==> src/rtl/cmd_ctrl.sv <==
// Stopwatch command front-end: per-button sync + debounce, press detection and the control FSM.
// Optional macro CMD_LAP_LIMIT_EN makes lap_cnt saturate at MAX_LAPS and refuses laps beyond it.
module cmd_ctrl #(
  parameter int DEB_CYCLES = 500000,
  parameter int LAP_HOLD   = 50000000,
  parameter int LAP_W      = 10,
  parameter int MAX_LAPS   = 1023
) (
  input  logic             clk,
  input  logic             rst,
  input  logic             btn_start,
  input  logic             btn_lap,
  input  logic             btn_clr,
  output logic [1:0]       comanda,
  output logic             running,
  output logic [LAP_W-1:0] lap_cnt
);
  localparam int DW = $clog2(DEB_CYCLES + 1);
  localparam int HW = $clog2(LAP_HOLD + 1);

  typedef enum logic [2:0] {IDLE, RUN, PAUSE, LAP, CLEAR} state_t;

  // bit 0 = start, bit 1 = lap, bit 2 = clr
  logic [2:0] btn;
  logic [2:0] press;

  assign btn = {btn_clr, btn_lap, btn_start};

  generate
    for (genvar gi = 0; gi < 3; gi++) begin : g_deb
      logic          sync1_reg;
      logic          sync2_reg;
      logic          stable_reg;
      logic          press_reg;
      logic [DW-1:0] deb_cnt_reg;

      always_ff @(posedge clk) begin
        if (rst) begin
          sync1_reg   <= 1'b0;
          sync2_reg   <= 1'b0;
          stable_reg  <= 1'b0;
          press_reg   <= 1'b0;
          deb_cnt_reg <= '0;
        end else begin
          sync1_reg <= btn[gi];
          sync2_reg <= sync1_reg;
          press_reg <= 1'b0;
          if (sync2_reg != stable_reg) begin
            // Flip only once the difference has persisted DEB_CYCLES cycles.
            if (deb_cnt_reg == DW'(DEB_CYCLES)) begin
              stable_reg  <= sync2_reg;
              press_reg   <= sync2_reg;
              deb_cnt_reg <= '0;
            end else begin
              deb_cnt_reg <= deb_cnt_reg + DW'(1);
            end
          end else begin
            deb_cnt_reg <= '0;
          end
        end
      end

      assign press[gi] = press_reg;
    end
  endgenerate

  state_t           state_reg, state_next;
  logic [HW-1:0]    hold_reg, hold_next;
  logic [LAP_W-1:0] lap_cnt_reg, lap_cnt_next;
  logic             lap_ok;

`ifdef CMD_LAP_LIMIT_EN
  assign lap_ok = (lap_cnt_reg < LAP_W'(MAX_LAPS));
`else
  assign lap_ok = 1'b1;
`endif

  always_ff @(posedge clk) begin
    if (rst) begin
      state_reg   <= IDLE;
      hold_reg    <= '0;
      lap_cnt_reg <= '0;
    end else begin
      state_reg   <= state_next;
      hold_reg    <= hold_next;
      lap_cnt_reg <= lap_cnt_next;
    end
  end

  always_comb begin
    state_next   = state_reg;
    hold_next    = hold_reg;
    lap_cnt_next = lap_cnt_reg;
    case (state_reg)
      IDLE, PAUSE: begin
        if (press[2]) begin
          state_next   = CLEAR;
          hold_next    = '0;
          lap_cnt_next = '0;
        end else if (press[0]) begin
          state_next = RUN;
        end
      end
      RUN: begin
        // A clr pulse is refused here but still outranks start and lap.
        if (!press[2]) begin
          if (press[0]) begin
            state_next = PAUSE;
          end else if (press[1] && lap_ok) begin
            state_next   = LAP;
            hold_next    = '0;
            lap_cnt_next = lap_cnt_reg + LAP_W'(1);
          end
        end
      end
      LAP, CLEAR: begin
        if (hold_reg == HW'(LAP_HOLD - 1)) begin
          state_next = (state_reg == LAP) ? RUN : IDLE;
        end else begin
          hold_next = hold_reg + HW'(1);
        end
      end
      default: state_next = IDLE;
    endcase
  end

  always_comb begin
    comanda = 2'b00;
    running = 1'b0;
    case (state_reg)
      RUN:     begin comanda = 2'b01; running = 1'b1; end
      LAP:     begin comanda = 2'b10; running = 1'b1; end
      CLEAR:   comanda = 2'b11;
      default: comanda = 2'b00;
    endcase
  end

  assign lap_cnt = lap_cnt_reg;

endmodule

==> config.mk <==
export PLATFORM = sky130hd
export DESIGN_NAME = cmd_ctrl
export DESIGN_NICKNAME = d
export VERILOG_FILES = /design/src/rtl/cmd_ctrl.sv
export SDC_FILE = /design/constraint.sdc
export NUM_CORES = 1
export LEC_CHECK = 0
export CAP_MARGIN = 20
export CORE_UTILIZATION = 35
export CTS_BUF_LIST = sky130_fd_sc_hd__clkbuf_2 sky130_fd_sc_hd__clkbuf_4 sky130_fd_sc_hd__clkbuf_8
export CTS_CLUSTER_SIZE = 16
export DETAILED_ROUTE_END_ITERATION = 10
export HOLD_SLACK_MARGIN = 0.08
export SETUP_SLACK_MARGIN = 0.5
export SYNTH_ARGS = -nofsm -noshare
export SYNTH_HDL_FRONTEND = slang
export SYNTH_SLANG_ARGS = --single-unit
==> constraint.sdc <==
create_clock -name clk -period 4.1 [get_ports clk]
set_clock_uncertainty 0.1 [all_clocks]
set_input_delay 1.23 -clock clk [delete_from_list [all_inputs] [get_ports clk]]
set_output_delay 1.23 -clock clk [all_outputs]
set_load 0.05 [all_outputs]
Word-level counts from Yosys, hierarchy flattened

Index checks and enable logic that the tools add are counted.

Add/subtract/negate cells: 5
Equality and inequality tests: 19
Bitwise gates (word level): 6
Multiplexer cells: 21
Reductions and logical operators: 18

Operator list:

| cell                    | count |
|---|---|
| $mux W26                | 5 |
| $pmux W26 S3            | 1 |
| $add A19 B1 Y19 const B | 3 |
| $eq A19 B19 Y1 const B  | 3 |
| $mux W10                | 4 |
| $add A26 B1 Y26 const B | 1 |
| $eq A26 B26 Y1 const B  | 1 |
| $pmux W10 S2            | 1 |
| $mux W3                 | 6 |
| $reduce_or A3 Y1        | 6 |
| $ne A2 B2 Y1 const B    | 6 |
| $add A10 B1 Y10 const B | 1 |
| $pmux W3 S3             | 1 |
| $eq A3 B2 Y1 const B    | 2 |
| $ne A3 B3 Y1 const B    | 2 |
| $not A1 Y1              | 6 |
| $pmux W2 S3             | 1 |
| $reduce_and A2 Y1       | 3 |
| $reduce_and A6 Y1       | 1 |
| $reduce_or A2 Y1        | 3 |
| $reduce_and A5 Y1       | 1 |
| $reduce_and A4 Y1       | 1 |
| $eq A3 B1 Y1 const B    | 1 |
| $eq A3 B3 Y1 const B    | 1 |
| 5 further kinds         | 8 |

Logic and storage cells: 87
Input port bits: 5
Output and inout port bits: 13
Register bits after elaboration: 108

Logic depth before layout (Yosys ltp)

Depth after elaboration: 5
Mapped depth: 8
Gate-level depth less buffers: 7

Worst setup path before layout

No wires, ideal clock.

Path type: reg2out
From: register state_reg[2]
To: output port comanda[0]
Data arrival time: 1.506 ns
Stages on the path, launching flop included: 5
Path slack: 1.264 ns
Path through: dfxtp_1 buf_2 buf_1 xnor2_1 nor2_1

Cells in the longest elaborated chain, start to end: 2
Elaborated cells between the ends (all ways): 4
Classes of those cells: 3 x eq/ne; 1 x mux

RTL lines:

| what                                 | line | text |
|---|---|---|
| start: declaration                   | 67   | `state_t state_reg, state_next;` |
| start signal: assignment             | 84   | `state_reg <= state_next;` |
| $eq A3 B3 Y1 (tied with other cells) | 130  | `case (state_reg)` |
| $pmux W2 S3 (*)                      | 130  |  |
| end: declaration                     | 14   | `output logic [1:0] comanda,` |

Every way passes the cells marked *; elsewhere a longest branch is shown, timed or not.

Final worst setup path

Same ends and word-level chain as after synthesis.

==> impl_summary.md <==
Floorplanning
18 I/O pins were placed. The region available for standard cell placement spans 0.0141 sq mm. The width of the die is approximately 120 um. The die outline height is around 120 um. The starting density of the core is 36.4%.

The number of placement rows is 43. The floorplan step defined a die boundary enclosing 0.0151 sq mm.

STA
For the pin with the worst max-slew slack, the measured transition is 763 ps. Setup repair after global routing left no endpoint under its margin. The worst slew margin relative to its limit is 49.1%. The final max-slew violation count is 0. The peak clock frequency supported by timing is 0.295 GHz. The number of hold violations in the final report is 0. Setup violations remaining at the end of the flow were counted as 0.

The worst path uses 82.8% of the clock period. Across all hold checks on the routed design, the worst slack comes to 351 ps. In the final timing run, aggregate negative setup slack is 0 ps. The post-route minimum period is 3390 ps.

Synth
The number of synthesized flops with an enable pin is 0. The share of the Yosys chip area taken by registers is 42.2%. The number of standard cells after synthesis is 603. The cell area that synthesis handed to floorplanning was between 0.005 and 0.006 sq mm. The synthesized net count is 616. The mean instance size in the synthesized netlist is approximately 8.5 sq um. The proportion of synthesized flip-flops having asynchronous set or reset is 0%.

During synthesis, Yosys emitted a total of 0 warnings. Among all flip-flop cells after synthesis, the most frequent one is sky130_fd_sc_hd__dfxtp_1. The number of storage elements in the synthesis netlist is 108. In this run, distinct cell masters in the synthesized netlist total 61.

Routing
The first-pass detailed-route iteration total is 4. In the final routed layout, each cell accounts on average for approximately 14 um. The number of design rule violations left after detail routing is 0.

After detailed routing, the total wire length is 10.9 mm. The number of DRC markers in iteration 0 is 283. Using the TritonRoute via totals, the vias-per-cell ratio works out to 5.24. The total vias in the final route is 4199.

In this run the remaining antenna-violating nets after routing total 0.

Clock tree
Buffers inserted during clock tree synthesis total 9. The later pin in the worst-skew pair is clocked with a latency of 370 ps. The total clock sinks is between 100 and 150. The number of levels the H-tree was split into is 3.

Once the clock tree was built, the setup fixing pass inserted 0 buffers. In this run the clock root is driven by a sky130_fd_sc_hd__clkbuf_8. In this run the deepest clock path goes through 2 buffers.

TritonCTS built the clock tree. Clock-pin slew was measured on the worst setup and hold paths at 100 ps.

Critical path
The worst setup path is captured at an output port. The critical path goes through buf_4 -> xnor2_1 -> nor2_1 -> clkdlybuf4s50_1. Measured in cells, the most critical reg-to-reg path has a length of 7. The worst register-to-register path begins at g_deb[0].deb_cnt_reg[0]. The endpoint of the most critical register-to-register path is g_deb[0].deb_cnt_reg[2]. The cell with the largest stage delay on the worst path is sky130_fd_sc_hd__clkdlybuf4s50_1. In this design, the largest share of critical-path delay is due to buffers and inverters. The largest fanout on the critical path is 17.

The required time reported for the critical path endpoint is 2770 ps. In this run the register-to-register setup slack is about 1700 ps. The critical path contains buffers and inverters numbering 2 combined. The critical path's largest stage delay is approximately 840 ps.

The critical path launch point type is a flop. The worst setup path category is flop to output port. Data on the critical path arrives at its endpoint at 2060 ps.

Outcome
The run finished with clean final reports.

Finish
The number of antenna repair diodes is 0. The flip-flop count of the largest register after layout is 57. Leaving out fill and tap cells, the most frequent cells in the layout are sky130_fd_sc_hd__dfxtp_1 (108), sky130_fd_sc_hd__nor2_1 (102), sky130_fd_sc_hd__nand2_1 (45). The utilization of the core after routing is about two fifths. Relative to the synthesized area, the layout overhead comes to 10.8%. The design area is 0.00568 sq mm. In the final layout, the share of cells above drive strength 1 is 5.96%. The library cell used most frequently in the layout, excluding fill and tap cells, is sky130_fd_sc_hd__dfxtp_1. The number of nets in the final layout is between 600 and 700.

Power
VDD sags by at most 0.139 mV. The net switching power is 0.401 mW. The share of power burned in combinational logic is 2.9%. In this run the power density over the cells is between 300 and 400 mW/mm^2. The sequential cell fraction of total power is 59.1%. The switching part of the total power is between 20% and 30%. The share of total power dissipated in the clock network is around 38%. The static power due to leakage is about 1.8 nW. The internal power is 1.39 mW.

GRT
For this run the aggregate overflow at the end of global routing stands at 0. For this run, the total global-route usage over all layers was measured as between 15 and 20%. The via count of the first global-routing pass is approximately 3900. The wire length of the first global-routing pass is 18.4 mm.

The number of antenna violations at the first check in global routing came to 0. The pin count of the biggest net entering global routing is 20.

Worst hold path
The tightest min-delay check is of the flop to flop type. In this run the most critical hold path is launched from g_deb[0].sync1_reg. Counting instances, the worst hold path has a depth of 1. The worst hold endpoint is g_deb[0].sync2_reg.

Placed design
The half-perimeter wire length of the detailed placement result is a little under 8 mm. The placed cell area is 0.00548 sq mm. The last weighted congestion value of the routability-driven placer is between 0.8 and 0.9. The number of buffers added on ports is 17.

Job
The max-capacitance violation count is 0.
metrics by stage:
step / setup WS, ps / power [mW] / cells
2_1_floorplan: 1260 / 1.12 / 603
3_3_place_gp: 944 / 1.14 / 786
3_5_place_dp: 905 / 1.14 / 786
4_1_cts: 644 / 1.82 / 801
5_1_grt: 568 / 1.88 / 801
6_report: 707 / 1.79 / 801
per-layer routing:
metal	vias up	routed length (um)	GRT usage (%)
li1	2149	-	-
met1	1968	5330	19.8
met2	69	4990	24.9
met3	13	469	4.52
met4	0	145	4.37
met5	-	0	0
cell families (layout without fill, tap and decap cells):
kind of cell | Yosys count | after routing | share of synthesized area, %
AOI/OAI and AO/OA | 75 | 75 | 9.47
xor gates and xnor gates | 66 | 66 | 11.3
adders and majority gates | 8 | 8 | 1.95
buffers and inverters | 34 | 52 | 2.68
DFF | 108 | 108 | 42.2
muxes | 3 | 3 | 0.586
and+or+nand+nor | 309 | 309 | 31.9
cells in the mapped netlist (all sizes together), types with 2 or more instances:
cell       n  area (sq um)
a31oi     10          62.6
a21o       2          15.0
a211oi     2          15.0
o221a      2          22.5
or4b       4          40.0
a211o      2          17.5
nor4b      6          52.6
nand3     33           170
mux2i      3          30.0
nor3b      6          60.1
or4        7          56.3
nand4     23           144
and4       5          43.8
nand2     45           169
nor4      15           130
xor2      23           201
and3      13          81.3
clkbuf    10          37.5
o31ai      4          30.0
and2       8          51.3
a2111oi    2          17.5
buf        8          40.0
or3        3          18.8
o311ai     2          17.5
a311oi     2          17.5
xnor2     43           377
a21oi     20           104
dfxtp    108          2160
inv       16          60.1
o21ai     19          95.1
nor2b     12          75.1
ha         8           100
nor3      21           116
nor2     103           389
worst max-delay path by stage:
stage	startpoint	to	slack, ps	depth (start not counted)
finish	state_reg[2]	comanda[0]	710	4
global route	state_reg[0]	running	570	2
global placement	state_reg[0]	comanda[1]	940	4
CTS	state_reg[0]	running	640	2
detailed placement	state_reg[0]	comanda[1]	910	4
floorplan	state_reg[2]	comanda[0]	1260	4
power groups by stage:
stage	combinational [mW]	clock [mW]	sequential, mW
after global routing	0.0579	0.757	1.06
final	0.0521	0.680	1.06
after floorplan	0.0400	0	1.08
after CTS	0.0533	0.708	1.06
after detailed placement	0.0530	0	1.08
after global placement	0.0516	0	1.08
area by class of cell:
type	instances	area (sq um)
fillers	1427	8410
well taps	180	225
clock buffers	11	151
multi-input cells	461	2830
flip-flops and latches	108	2160
repair buffers	21	199
clock inverters	4	57.6
inverters	16	60.1
repair_timing:
item	in CTS	in global routing
resized for setup	1	0
setup endpoints to repair	1	0
hold buffers	0	0
endpoints found under the hold margin	0	0
Power figures use the tool's default switching activity.
